**src/rtl/ctrl_pipe_pkg.sv**
```systemverilog
// ctrl_pipe_pkg: types and constants shared by the decoder and the
// ID->EX->MEM->WB control pipeline.
//   ctrl_bundle_t : packed control bundle, MSB..LSB
//                   {branch, alu_op[1:0], ui_op[1:0], jal_signal, jalr_sel,
//                    mem_write, mem_read, reg_write, memto_reg, alu_src}
//   CTRL_BUBBLE   : all-zero bundle (no side effects downstream)
//   fwd_sel_t     : EX operand source select
//   OP_*          : RV32I major opcodes as decoded upstream
package ctrl_pipe_pkg;

  localparam int STAGES = 3;  // EX, MEM, WB

  typedef struct packed {
    logic       branch;
    logic [1:0] alu_op;
    logic [1:0] ui_op;
    logic       jal_signal;
    logic       jalr_sel;
    logic       mem_write;
    logic       mem_read;
    logic       reg_write;
    logic       memto_reg;
    logic       alu_src;
  } ctrl_bundle_t;

  localparam ctrl_bundle_t CTRL_BUBBLE = '0;

  typedef enum logic [1:0] {
    FWD_RF  = 2'b00,
    FWD_WB  = 2'b01,
    FWD_MEM = 2'b10
  } fwd_sel_t;

  localparam logic [6:0] OP_RTYPE  = 7'b0110011;
  localparam logic [6:0] OP_ITYPE  = 7'b0010011;
  localparam logic [6:0] OP_LOAD   = 7'b0000011;
  localparam logic [6:0] OP_STORE  = 7'b0100011;
  localparam logic [6:0] OP_BRANCH = 7'b1100011;
  localparam logic [6:0] OP_JAL    = 7'b1101111;
  localparam logic [6:0] OP_JALR   = 7'b1100111;
  localparam logic [6:0] OP_LUI    = 7'b0110111;
  localparam logic [6:0] OP_AUIPC  = 7'b0010111;

endpackage

```
**src/rtl/ctrl_pipe_hazard_unit.sv**
```systemverilog
// hazard_unit: combinational hazard detection for ctrl_pipe.
//   Inputs : ID sources/valid, branch outcome, EX/MEM/WB valid, write
//            enables and destinations, EX sources.
//   Outputs: stall_if (hold PC + IF/ID), flush_ifid (squash IF/ID),
//            bubble_ex (load a bubble into EX), fwd_a/fwd_b (EX operand src).
// Build option CTRL_PIPE_FWD_EN: when defined, EX forwarding is generated and
// only load-use stalls; otherwise every RAW against EX or MEM stalls until the
// producer reaches WB (register file writes before it reads).
module hazard_unit
  import ctrl_pipe_pkg::*;
#(
  parameter int REGW = 5
) (
  input  logic            id_valid,
  input  logic [REGW-1:0] id_rs1,
  input  logic [REGW-1:0] id_rs2,
  input  logic            ex_take,
  input  logic            ex_valid,
  input  logic            ex_mem_read,
  input  logic            ex_reg_write,
  input  logic [REGW-1:0] ex_rd,
  input  logic [REGW-1:0] ex_rs1,
  input  logic [REGW-1:0] ex_rs2,
  input  logic            mem_valid,
  input  logic            mem_reg_write,
  input  logic [REGW-1:0] mem_rd,
  input  logic            wb_valid,
  input  logic            wb_reg_write,
  input  logic [REGW-1:0] wb_rd,
  output logic            stall_if,
  output logic            flush_ifid,
  output logic            bubble_ex,
  output fwd_sel_t        fwd_a,
  output fwd_sel_t        fwd_b
);

  // Producer/consumer match; x0 is never a dependency.
  function automatic logic hit(input logic vld, input logic wr,
                               input logic [REGW-1:0] rd,
                               input logic [REGW-1:0] rs);
    return vld & wr & (rd != '0) & (rd == rs);
  endfunction

  logic load_use, flush, stall_cond;

  // rs2 is compared even for formats without rs2: a spare stall is harmless.
  assign load_use = ex_valid & ex_mem_read & (ex_rd != '0) & id_valid &
                    ((ex_rd == id_rs1) | (ex_rd == id_rs2));
  assign flush    = ex_take & ex_valid;

`ifdef CTRL_PIPE_FWD_EN
  assign stall_cond = load_use;

  // MEM holds the newer value, so it is checked first.
  always_comb begin
    fwd_a = FWD_RF;
    if (hit(mem_valid, mem_reg_write, mem_rd, ex_rs1))    fwd_a = FWD_MEM;
    else if (hit(wb_valid, wb_reg_write, wb_rd, ex_rs1))  fwd_a = FWD_WB;
  end

  always_comb begin
    fwd_b = FWD_RF;
    if (hit(mem_valid, mem_reg_write, mem_rd, ex_rs2))    fwd_b = FWD_MEM;
    else if (hit(wb_valid, wb_reg_write, wb_rd, ex_rs2))  fwd_b = FWD_WB;
  end

  logic unused_nofwd;
  assign unused_nofwd = ex_reg_write;
`else
  logic raw_ex, raw_mem;
  assign raw_ex  = id_valid & (hit(ex_valid, ex_reg_write, ex_rd, id_rs1) |
                               hit(ex_valid, ex_reg_write, ex_rd, id_rs2));
  assign raw_mem = id_valid & (hit(mem_valid, mem_reg_write, mem_rd, id_rs1) |
                               hit(mem_valid, mem_reg_write, mem_rd, id_rs2));
  // load_use kept explicitly so a load without reg_write still interlocks.
  assign stall_cond = load_use | raw_ex | raw_mem;

  assign fwd_a = FWD_RF;
  assign fwd_b = FWD_RF;

  logic unused_fwd;
  assign unused_fwd = ^{ex_rs1, ex_rs2, wb_valid, wb_reg_write, wb_rd};
`endif

  // A flushed ID instruction is wrong-path, so it need not be held.
  assign flush_ifid = flush;
  assign stall_if   = stall_cond & ~flush;
  assign bubble_ex  = flush | stall_cond;

endmodule

```
**src/rtl/ctrl_pipe.sv**
```systemverilog
// ctrl_pipe: carries the decoded control bundle and register indices from
// ID through EX, MEM and WB, inserting bubbles on load-use / RAW stalls and
// taken-branch flushes.
//   clk, rst_n         : clock, async active-low reset
//   id_*               : instruction currently in ID
//   ex_take            : branch unit in EX resolved taken
//   {ex,mem,wb}_ctrl/rd/valid : registered per-stage state
//   ex_rs1/ex_rs2      : registered EX sources
//   stall_if/flush_ifid: front-end control
//   fwd_a/fwd_b        : EX operand select (00 RF, 01 WB, 10 MEM)
// Build option CTRL_PIPE_FWD_EN enables forwarding (see hazard_unit).
module ctrl_pipe
  import ctrl_pipe_pkg::*;
#(
  parameter int REGW  = 5,
  parameter int CTRLW = 12  // must equal $bits(ctrl_bundle_t)
) (
  input  logic             clk,
  input  logic             rst_n,
  input  logic             id_valid,
  input  logic [CTRLW-1:0] id_ctrl,
  input  logic [REGW-1:0]  id_rs1,
  input  logic [REGW-1:0]  id_rs2,
  input  logic [REGW-1:0]  id_rd,
  input  logic             ex_take,
  output logic [CTRLW-1:0] ex_ctrl,
  output logic [CTRLW-1:0] mem_ctrl,
  output logic [CTRLW-1:0] wb_ctrl,
  output logic [REGW-1:0]  ex_rd,
  output logic [REGW-1:0]  mem_rd,
  output logic [REGW-1:0]  wb_rd,
  output logic [REGW-1:0]  ex_rs1,
  output logic [REGW-1:0]  ex_rs2,
  output logic             ex_valid,
  output logic             mem_valid,
  output logic             wb_valid,
  output logic             stall_if,
  output logic             flush_ifid,
  output logic [1:0]       fwd_a,
  output logic [1:0]       fwd_b
);

  ctrl_bundle_t    id_c, ex_q, mem_q, wb_q;
  logic [REGW-1:0] ex_rd_q, mem_rd_q, wb_rd_q, ex_rs1_q, ex_rs2_q;
  logic [STAGES:1] vld_pipe;  // [1]=EX, [2]=MEM, [3]=WB
  logic            bubble_ex, ex_load;
  fwd_sel_t        fwd_a_s, fwd_b_s;

  assign id_c    = ctrl_bundle_t'(id_ctrl);
  assign ex_load = id_valid & ~bubble_ex;

  always_ff @(posedge clk or negedge rst_n) begin
    if (!rst_n) begin
      vld_pipe <= '0;
      ex_q     <= CTRL_BUBBLE;
      mem_q    <= CTRL_BUBBLE;
      wb_q     <= CTRL_BUBBLE;
      ex_rd_q  <= '0;
      mem_rd_q <= '0;
      wb_rd_q  <= '0;
      ex_rs1_q <= '0;
      ex_rs2_q <= '0;
    end else begin
      vld_pipe <= {vld_pipe[STAGES-1:1], ex_load};
      // Bubbles are fully zeroed so stale indices cannot match downstream.
      if (ex_load) begin
        ex_q     <= id_c;
        ex_rd_q  <= id_rd;
        ex_rs1_q <= id_rs1;
        ex_rs2_q <= id_rs2;
      end else begin
        ex_q     <= CTRL_BUBBLE;
        ex_rd_q  <= '0;
        ex_rs1_q <= '0;
        ex_rs2_q <= '0;
      end
      mem_q    <= ex_q;
      mem_rd_q <= ex_rd_q;
      wb_q     <= mem_q;
      wb_rd_q  <= mem_rd_q;
    end
  end

  hazard_unit #(.REGW(REGW)) u_hz (
    .id_valid      (id_valid),
    .id_rs1        (id_rs1),
    .id_rs2        (id_rs2),
    .ex_take       (ex_take),
    .ex_valid      (vld_pipe[1]),
    .ex_mem_read   (ex_q.mem_read),
    .ex_reg_write  (ex_q.reg_write),
    .ex_rd         (ex_rd_q),
    .ex_rs1        (ex_rs1_q),
    .ex_rs2        (ex_rs2_q),
    .mem_valid     (vld_pipe[2]),
    .mem_reg_write (mem_q.reg_write),
    .mem_rd        (mem_rd_q),
    .wb_valid      (vld_pipe[3]),
    .wb_reg_write  (wb_q.reg_write),
    .wb_rd         (wb_rd_q),
    .stall_if      (stall_if),
    .flush_ifid    (flush_ifid),
    .bubble_ex     (bubble_ex),
    .fwd_a         (fwd_a_s),
    .fwd_b         (fwd_b_s)
  );

  assign ex_ctrl   = ex_q;
  assign mem_ctrl  = mem_q;
  assign wb_ctrl   = wb_q;
  assign ex_rd     = ex_rd_q;
  assign mem_rd    = mem_rd_q;
  assign wb_rd     = wb_rd_q;
  assign ex_rs1    = ex_rs1_q;
  assign ex_rs2    = ex_rs2_q;
  assign ex_valid  = vld_pipe[1];
  assign mem_valid = vld_pipe[2];
  assign wb_valid  = vld_pipe[3];
  assign fwd_a     = fwd_a_s;
  assign fwd_b     = fwd_b_s;

endmodule

```
**config.mk**
```make
export PLATFORM = sky130hd
export DESIGN_NAME = ctrl_pipe
export DESIGN_NICKNAME = d
export VERILOG_FILES = /design/src/rtl/ctrl_pipe_pkg.sv /design/src/rtl/ctrl_pipe_hazard_unit.sv /design/src/rtl/ctrl_pipe.sv
export SDC_FILE = /design/constraint.sdc
export NUM_CORES = 1
export LEC_CHECK = 0
export BUFFER_PORTS_ARGS = -buffer_cell sky130_fd_sc_hd__buf_2
export CORE_MARGIN = 2
export CORE_UTILIZATION = 50
export CTS_BUF_LIST = sky130_fd_sc_hd__clkbuf_2 sky130_fd_sc_hd__clkbuf_4 sky130_fd_sc_hd__clkbuf_8
export DETAILED_ROUTE_END_ITERATION = 8
export HOLD_SLACK_MARGIN = 0.06
export PLACE_DENSITY = 0.85
export SYNTH_ARGS = -nofsm -noshare
export SYNTH_HDL_FRONTEND = slang
export SYNTH_SLANG_ARGS = --single-unit
```
**constraint.sdc**
```tcl
create_clock -name clk -period 5 [get_ports clk]
set_input_delay 0.5 -clock clk [delete_from_list [all_inputs] [get_ports clk]]
set_output_delay 0.5 -clock clk [all_outputs]
set_load 0.01 [all_outputs]
```
==> impl_metrics.json, run 1 <==
{
  "status": "finished, final reports clean",
  "dpl.cell_count": 286,
  "drc": 0,
  "cts_root_buf": "clkbuf_8",
  "power.total_mw": 1.17,
  "post_synth_inst_count": 147,
  "crit_start": "mem_rd[1]$_DFF_PN0_",
  "setup_viol_count_final": 0,
  "powerDensity_mw_per_mm2": 405,
  "clkPwrFrac_pct": 41.8,
  "die_h_um": 70.1,
  "mostFrequentLayoutCells": "buf_2, dfrtp_1, xnor2_1",
  "post-cts-setup-buffers": 0,
  "seq_area_mm2": 0.00160,
  "power_frac_comb_pct": 9.8,
  "final_cells": 302,
  "cts_made_buffers": 9,
  "drt_wl_total_um": 4490,
  "cp.arrival_ns": 2.70,
  "syn_area_mm2": 0.00219,
  "num_rows": 24,
  "slowest_delay_ns": 0.79,
  "max_freq_mhz": 313,
  "endpoint_kind": "primary output",
  "clock_latency_ns": 0.32,
  "yosys_register_bits": 64,
  "dieArea_mm2": 0.00492,
  "portBuffers": 96,
  "vias": 1458,
  "grt-ovfl-total": 0,
  "final_common_cell": "buf_2",
  "antenna_left": 0,
  "grt_use_total_pct": 19.4,
  "ir_worst_vdd_uv": 181,
  "ys_seq_area_share_pct": 73.3,
  "setup_tns_ns": 0,
  "hold_viol": 0,
  "grt_max_degree": 65,
  "cts_resized": 0,
  "nets": 276,
  "critical_path.slowest_cell": "a22oi_2",
  "p_switching_mw": 0.273,
  "crit_required_ns": 4.50,
  "critical_path_class": "register to primary output",
  "grt_pass1_vias": 1429,
  "cts_tree": "done",
  "post-route-min-period_ns": 3.20,
  "drv_cap": 0,
  "place_area_mm2": 0.00266,
  "synth.area.top_cells": "dfrtp_1, xnor2_1, and3_1",
  "grt_pass1_wl_um": 7220,
  "clockBufferDepth": 2,
  "cts.sinks": 64,
  "dp_hpwl_um": 3100,
  "design.portCount": 101,
  "yosys.area.top_type_share_pct": 73.3,
  "antenna_cells": 0,
  "area_growth_pct": 32.0,
  "p_leak_nw": 1.63,
  "worstSetupStartpointType": "register",
  "cts_hold_buf": 0,
  "dr.pass1.iters": 4,
  "power_frac_seq_pct": 48.4,
  "start_util_pct": 50.9,
  "p_sw_share_pct": 23.3,
  "worst_slack_ns": 1.80,
  "clk_pin_slew_ns": 0.07,
  "worstPathCellList": "or3_1 > o311a_1 > a22oi_2 > and2b_2 > buf_2",
  "cp_max_fo": 29,
  "grt_setup_unrepaired": "false",
  "drive_gt1_share_pct": 50.0,
  "final_cell_area_mm2": 0.00289,
  "drv_slew": 0,
  "relSlewSlack_pct": 33.6,
  "wl_per_cell_um": 14.9,
  "fill_cells": 308,
  "die_x_um": 70.1,
  "multi_input_area_um2": 493,
  "vias_per_cell": 4.83,
  "syn_area_per_cell_um2": 14.9,
  "pre_cts_slack_ns": 2.17,
  "p_int_mw": 0.895,
  "htreeDepth": 3,
  "r2r-start": "mem_rd[1]$_DFF_PN0_",
  "synth_cell_types": 24,
  "gp_congestion": 0.775,
  "yosysTopAreaCell": "dfrtp_1",
  "coreArea_mm2": 0.00429,
  "tightestPinTransition_ns": 0.996,
  "antenna_found_initial": 0,
  "hold_class": "input pin to async pin",
  "finalClockSkew_ns": 0.00453,
  "drt_iter0_drc": 76,
  "yosysWarnings": 0,
  "period_share_pct": 63.9
}
-- cells in the mapped netlist --
master and number:
clkbuf_2 1, o311a_1 1, and3_2 8, nor3_1 1, dfrtp_1 64, and2_2 1
buf_8 1, buf_4 8, a22oi_2 1, and2b_2 1, xnor2_1 20, a21oi_1 1
nor2_1 1, clkbuf_1 3, nor2b_1 1, o21ai_0 1, and3_1 19, and2_1 1
o22ai_1 2, conb_1 1, nand3_1 4, buf_6 1, or3_1 1, nand2_1 4
-- critical path: cells and delay by family (launching register included) --
kind	cells	cell delay (ns)
AO/OA/AOI/OAI	2	1.10
buffers and inverters	1	0.13
AND/OR/NAND/NOR	2	0.69
flip-flops	1	0.44
-- sequential cells by signal, indices dropped and copies added (netlist names) --
signal    count
ex_rs2        5
vld_pipe      3
wb_ctrl      12
wb_rd         5
ex_rs1        5
ex_rd         5
ex_ctrl      12
mem_ctrl     12
mem_rd        5
-- cells by family after synthesis --
family                 Yosys count  share of synthesized area (%)
XOR/XNOR                        20                           8.01
flip-flops                      64                           73.3
buffers and inverters           14                           4.69
AO/OA/AOI/OAI                    6                           2.06
other                            1                          0.172
AND/OR/NAND/NOR                 42                           11.8
-- power by group through the flow --
| stage | sequential (mW) | clock, mW | combinational [mW] |
|---|---|---|---|
| final | 0.565 | 0.488 | 0.114 |
| after global routing | 0.568 | 0.519 | 0.126 |
| after CTS | 0.565 | 0.497 | 0.116 |
| after detailed placement | 0.575 | 0 | 0.115 |
| after global placement | 0.573 | 0 | 0.113 |
| after floorplan | 0.588 | 0 | 0.0423 |
-- layout make-up --
type	instances	share of cell area [%]
Clock inverter	6	3.21
Timing Repair Buffer	98	17.2
Tap cell	52	2.25
Sequential cell	64	55.5
Multi-Input combinational cell	72	17.1
Clock buffer	10	4.77
-- worst paths after layout --
check | end | slack [ns] | cells after the start
max in group asynchronous | mem_ctrl[4]$_DFF_PN0_ | 4.17 | 2
setup reg to reg | ex_rd[3]$_DFF_PN0_ | 2.69 | 4
hold / removal | wb_rd[3]$_DFF_PN0_ | 0.33 | 2
min in group clk | wb_ctrl[5]$_DFF_PN0_ | 0.37 | 0
setup / recovery | stall_if | 1.80 | 5
hold reg to reg | wb_ctrl[5]$_DFF_PN0_ | 0.37 | 0
-- layer usage --
layer  routed length (µm)  track usage (%)
met1                 1820             24.5
met3                  255             6.20
met4                  140             8.97
met5                    0                0
met2                 2270             30.6
-- through the flow --
step                      hold WS [ns]  util (%)
after floorplan                  0.204         -
after global placement           0.353      61.8
after detailed placement         0.353      61.8
after CTS                        0.360      67.2
after global routing             0.380      67.2
final                            0.328      67.2
Power figures use the tool's default switching activity.
==> inputs of run 2 (changes only) <==
ABC_AREA = 1   (was unset)
CORE_UTILIZATION = 49   (was 50)
PLACE_DENSITY = 0.82   (was 0.85)
clock period = 3.1 ns   (was 5 ns; I/O delays follow)
==> run 2 against run 1 <==
Sequential power is 61% higher. Largest cell class unchanged. Clock skew is 0.0021 ns higher. Core utilization is 2.1 points lower. Sequential share of layout area is 2.7 points lower. Final cell count is 26% higher. Sequential cell count stayed put. Largest power group unchanged.
==> impl_metrics.json, run 2 <==
{
  "status": "finished, final reports clean",
  "antenna_cells": 0,
  "grt_pass1_vias": 1564,
  "ys_seq_area_share_pct": 68.4,
  "grt_max_degree": 40,
  "clk_pin_slew_ns": 0.07,
  "muxShareOfSynthArea_pct": 0,
  "critical_path.slowest_cell": "dfrtp_1",
  "area_growth_pct": 29.6,
  "clockBufferDepth": 2,
  "power_frac_seq_pct": 50.3,
  "cts_made_buffers": 9,
  "dieArea_mm2": 0.00535,
  "start_util_pct": 50.3,
  "cp_max_fo": 5,
  "hold_class": "input pin to async pin",
  "final_common_cell": "buf_2",
  "portBuffers": 96,
  "use_met3_pct": 5.11,
  "synth_compound_area_share_pct": 0.962,
  "synth_top_family_by_area": "simple AND/OR/NAND/NOR gates",
  "post-cts-setup-buffers": 0,
  "die_h_um": 73.1,
  "post-route-min-period_ns": 1.91,
  "ys_async_sr_fraction_pct": 100,
  "hold_viol": 0,
  "final_cells": 381,
  "grt_busiest_layer": "met2",
  "die_x_um": 73.1,
  "cts.sinks": 64,
  "finalClockSkew_ns": 0.00666,
  "power_frac_comb_pct": 11.0,
  "drv_cap": 0,
  "coreArea_mm2": 0.00466,
  "vias": 1663,
  "dr.pass1.iters": 4,
  "p_switching_mw": 0.449,
  "clock_latency_ns": 0.33,
  "setup_tns_ns": 0,
  "p_sw_share_pct": 24.8,
  "grt_pass1_wl_um": 6990,
  "synthFlopType": "dfrtp_1",
  "worst_slack_ns": 1.19,
  "synth_fa_ha_area_share_pct": 0,
  "yosysTopAreaCell": "dfrtp_1",
  "max_freq_mhz": 524,
  "endpoint_kind": "primary output",
  "worstPathCellList": "inv_1 > nand2_1 > nand2_1 > a21oi_1 > nand3_1 > nand2_1 > nand2_2 > a21oi_1 > buf_2",
  "cts_resized": 0,
  "yosysWarnings": 0,
  "syn_area_per_cell_um2": 10.6,
  "synth_edf_count": 0,
  "crit_required_ns": 2.79,
  "final_util_pct": 65.1,
  "cp.arrival_ns": 1.60,
  "num_rows": 25,
  "critical_path_class": "register to primary output",
  "slowest_delay_ns": 0.41,
  "dp_hpwl_um": 3200,
  "cts_root_buf": "clkbuf_8",
  "syn_area_mm2": 0.00234,
  "nets": 353,
  "relSlewSlack_pct": 47.1,
  "post_synth_inst_count": 220,
  "synth_cell_types": 18,
  "vias_per_cell": 4.36,
  "crit_top_cell": "nand2_1",
  "drive_gt1_share_pct": 41.6,
  "clkPwrFrac_pct": 38.8,
  "drt_wl_total_um": 4330,
  "gp_congestion": 0.899,
  "drv_slew": 0,
  "cts_tree": "done",
  "rrSetupSlack_ns": 1.50,
  "yosys.area.top_type_share_pct": 68.4,
  "cts_hold_buf": 0,
  "synth.most_common_cell": "dfrtp_1",
  "synth_xor_area_share_pct": 1.87,
  "p_leak_nw": 1.87,
  "synth-simple-area-share_pct": 18.2,
  "p_int_mw": 1.36,
  "pre_cts_slack_ns": 1.47,
  "yosys_register_bits": 64,
  "antenna_left": 0,
  "grt_use_total_pct": 17.7,
  "ir_worst_vdd_uv": 327,
  "setup_viol_count_final": 0,
  "drc": 0,
  "drt_iter0_drc": 107,
  "worstSetupStartpointType": "register",
  "grt_use_met1_pct": 21.5,
  "power.total_mw": 1.81,
  "tightestPinTransition_ns": 0.793,
  "synth_common_cells": "dfrtp_1, nand2_1, inv_1",
  "antenna_found_initial": 0,
  "met2_usage_pct": 28.4,
  "htreeDepth": 3,
  "period_share_pct": 61.6,
  "design.portCount": 101,
  "powerDensity_mw_per_mm2": 597,
  "mostFrequentLayoutCells": "buf_2, dfrtp_1, nand2_1",
  "grt_setup_unrepaired": "false",
  "grt-ovfl-total": 0,
  "dpl.cell_count": 365,
  "wl_per_cell_um": 11.4,
  "synth.area.top_cells": "dfrtp_1, nand2_1, inv_1"
}
==> run 2: changes by cell type after synthesis, moves of 2 or more <==
cell      delta
nor2_2      +19
and3_2       -8
o22ai_1      -2
inv_1       +43
nand2_1     +42
nand2_2      +2
nor2_1      +16
and3_1      -19
xnor2_1     -16
clkbuf_1     -3
nand3_1      +2
==> run 2: cell families (layout without fill, tap and decap cells) <==
family	Yosys count	after routing
buffers and inverters	53	157
flip-flops	64	64
other	1	4
AO/OA/AOI/OAI	4	4
AND/OR/NAND/NOR	93	93
XOR/XNOR	5	5
==> run 2: cell type report <==
class	count	area [µm²]
Fill cell	368	1630
Sequential cell	64	1600
Multi-Input combinational cell	106	508
Timing Repair Buffer	98	495
Inverter	43	161
Clock buffer	11	145
Tap cell	54	67.6
Clock inverter	5	56.3
==> run 2: worst paths after layout <==
kind,startpoint,end,cells after the start
min in group clk,id_ctrl[11],ex_ctrl[11]$_DFF_PN0_,3
setup reg to reg,mem_rd[3]$_DFF_PN0_,ex_rd[1]$_DFF_PN0_,7
hold reg to reg,mem_ctrl[4]$_DFF_PN0_,wb_ctrl[4]$_DFF_PN0_,0
hold / removal,rst_n,wb_rd[3]$_DFF_PN0_,1
max in group asynchronous,rst_n,mem_ctrl[5]$_DFF_PN0_,2
setup / recovery,mem_rd[1]$_DFF_PN0_,stall_if,9
==> run 2: through the flow <==
stage          instance area, µm²  hold WS (ns)
6_report                     3040        0.0643
3_3_place_gp                 2830         0.352
3_5_place_dp                 2830         0.354
4_1_cts                      3040        0.0884
5_1_grt                      3040         0.149
2_1_floorplan                2350        0.0144
==> run 2: layer usage <==
layer	vias to the layer above	wire length, µm
met5	-	0
met4	0	111
met3	12	348
met2	66	2140
met1	749	1730
li1	836	-
==> run 2: worst max-delay path, delay by kind of cell, from the launching register on <==
family	cells	cell delay [ns]
AO/OA/AOI/OAI	2	0.24
AND/OR/NAND/NOR	5	0.38
buffers and inverters	2	0.25
flip-flops	1	0.41
==> run 2: power groups by stage <==
stage	clock, mW	combinational, mW	sequential (mW)
CTS	0.719	0.201	0.911
global route	0.751	0.224	0.916
floorplan	0	0.0835	0.948
finish	0.702	0.198	0.910
detailed placement	0	0.201	0.926
global placement	0	0.198	0.924
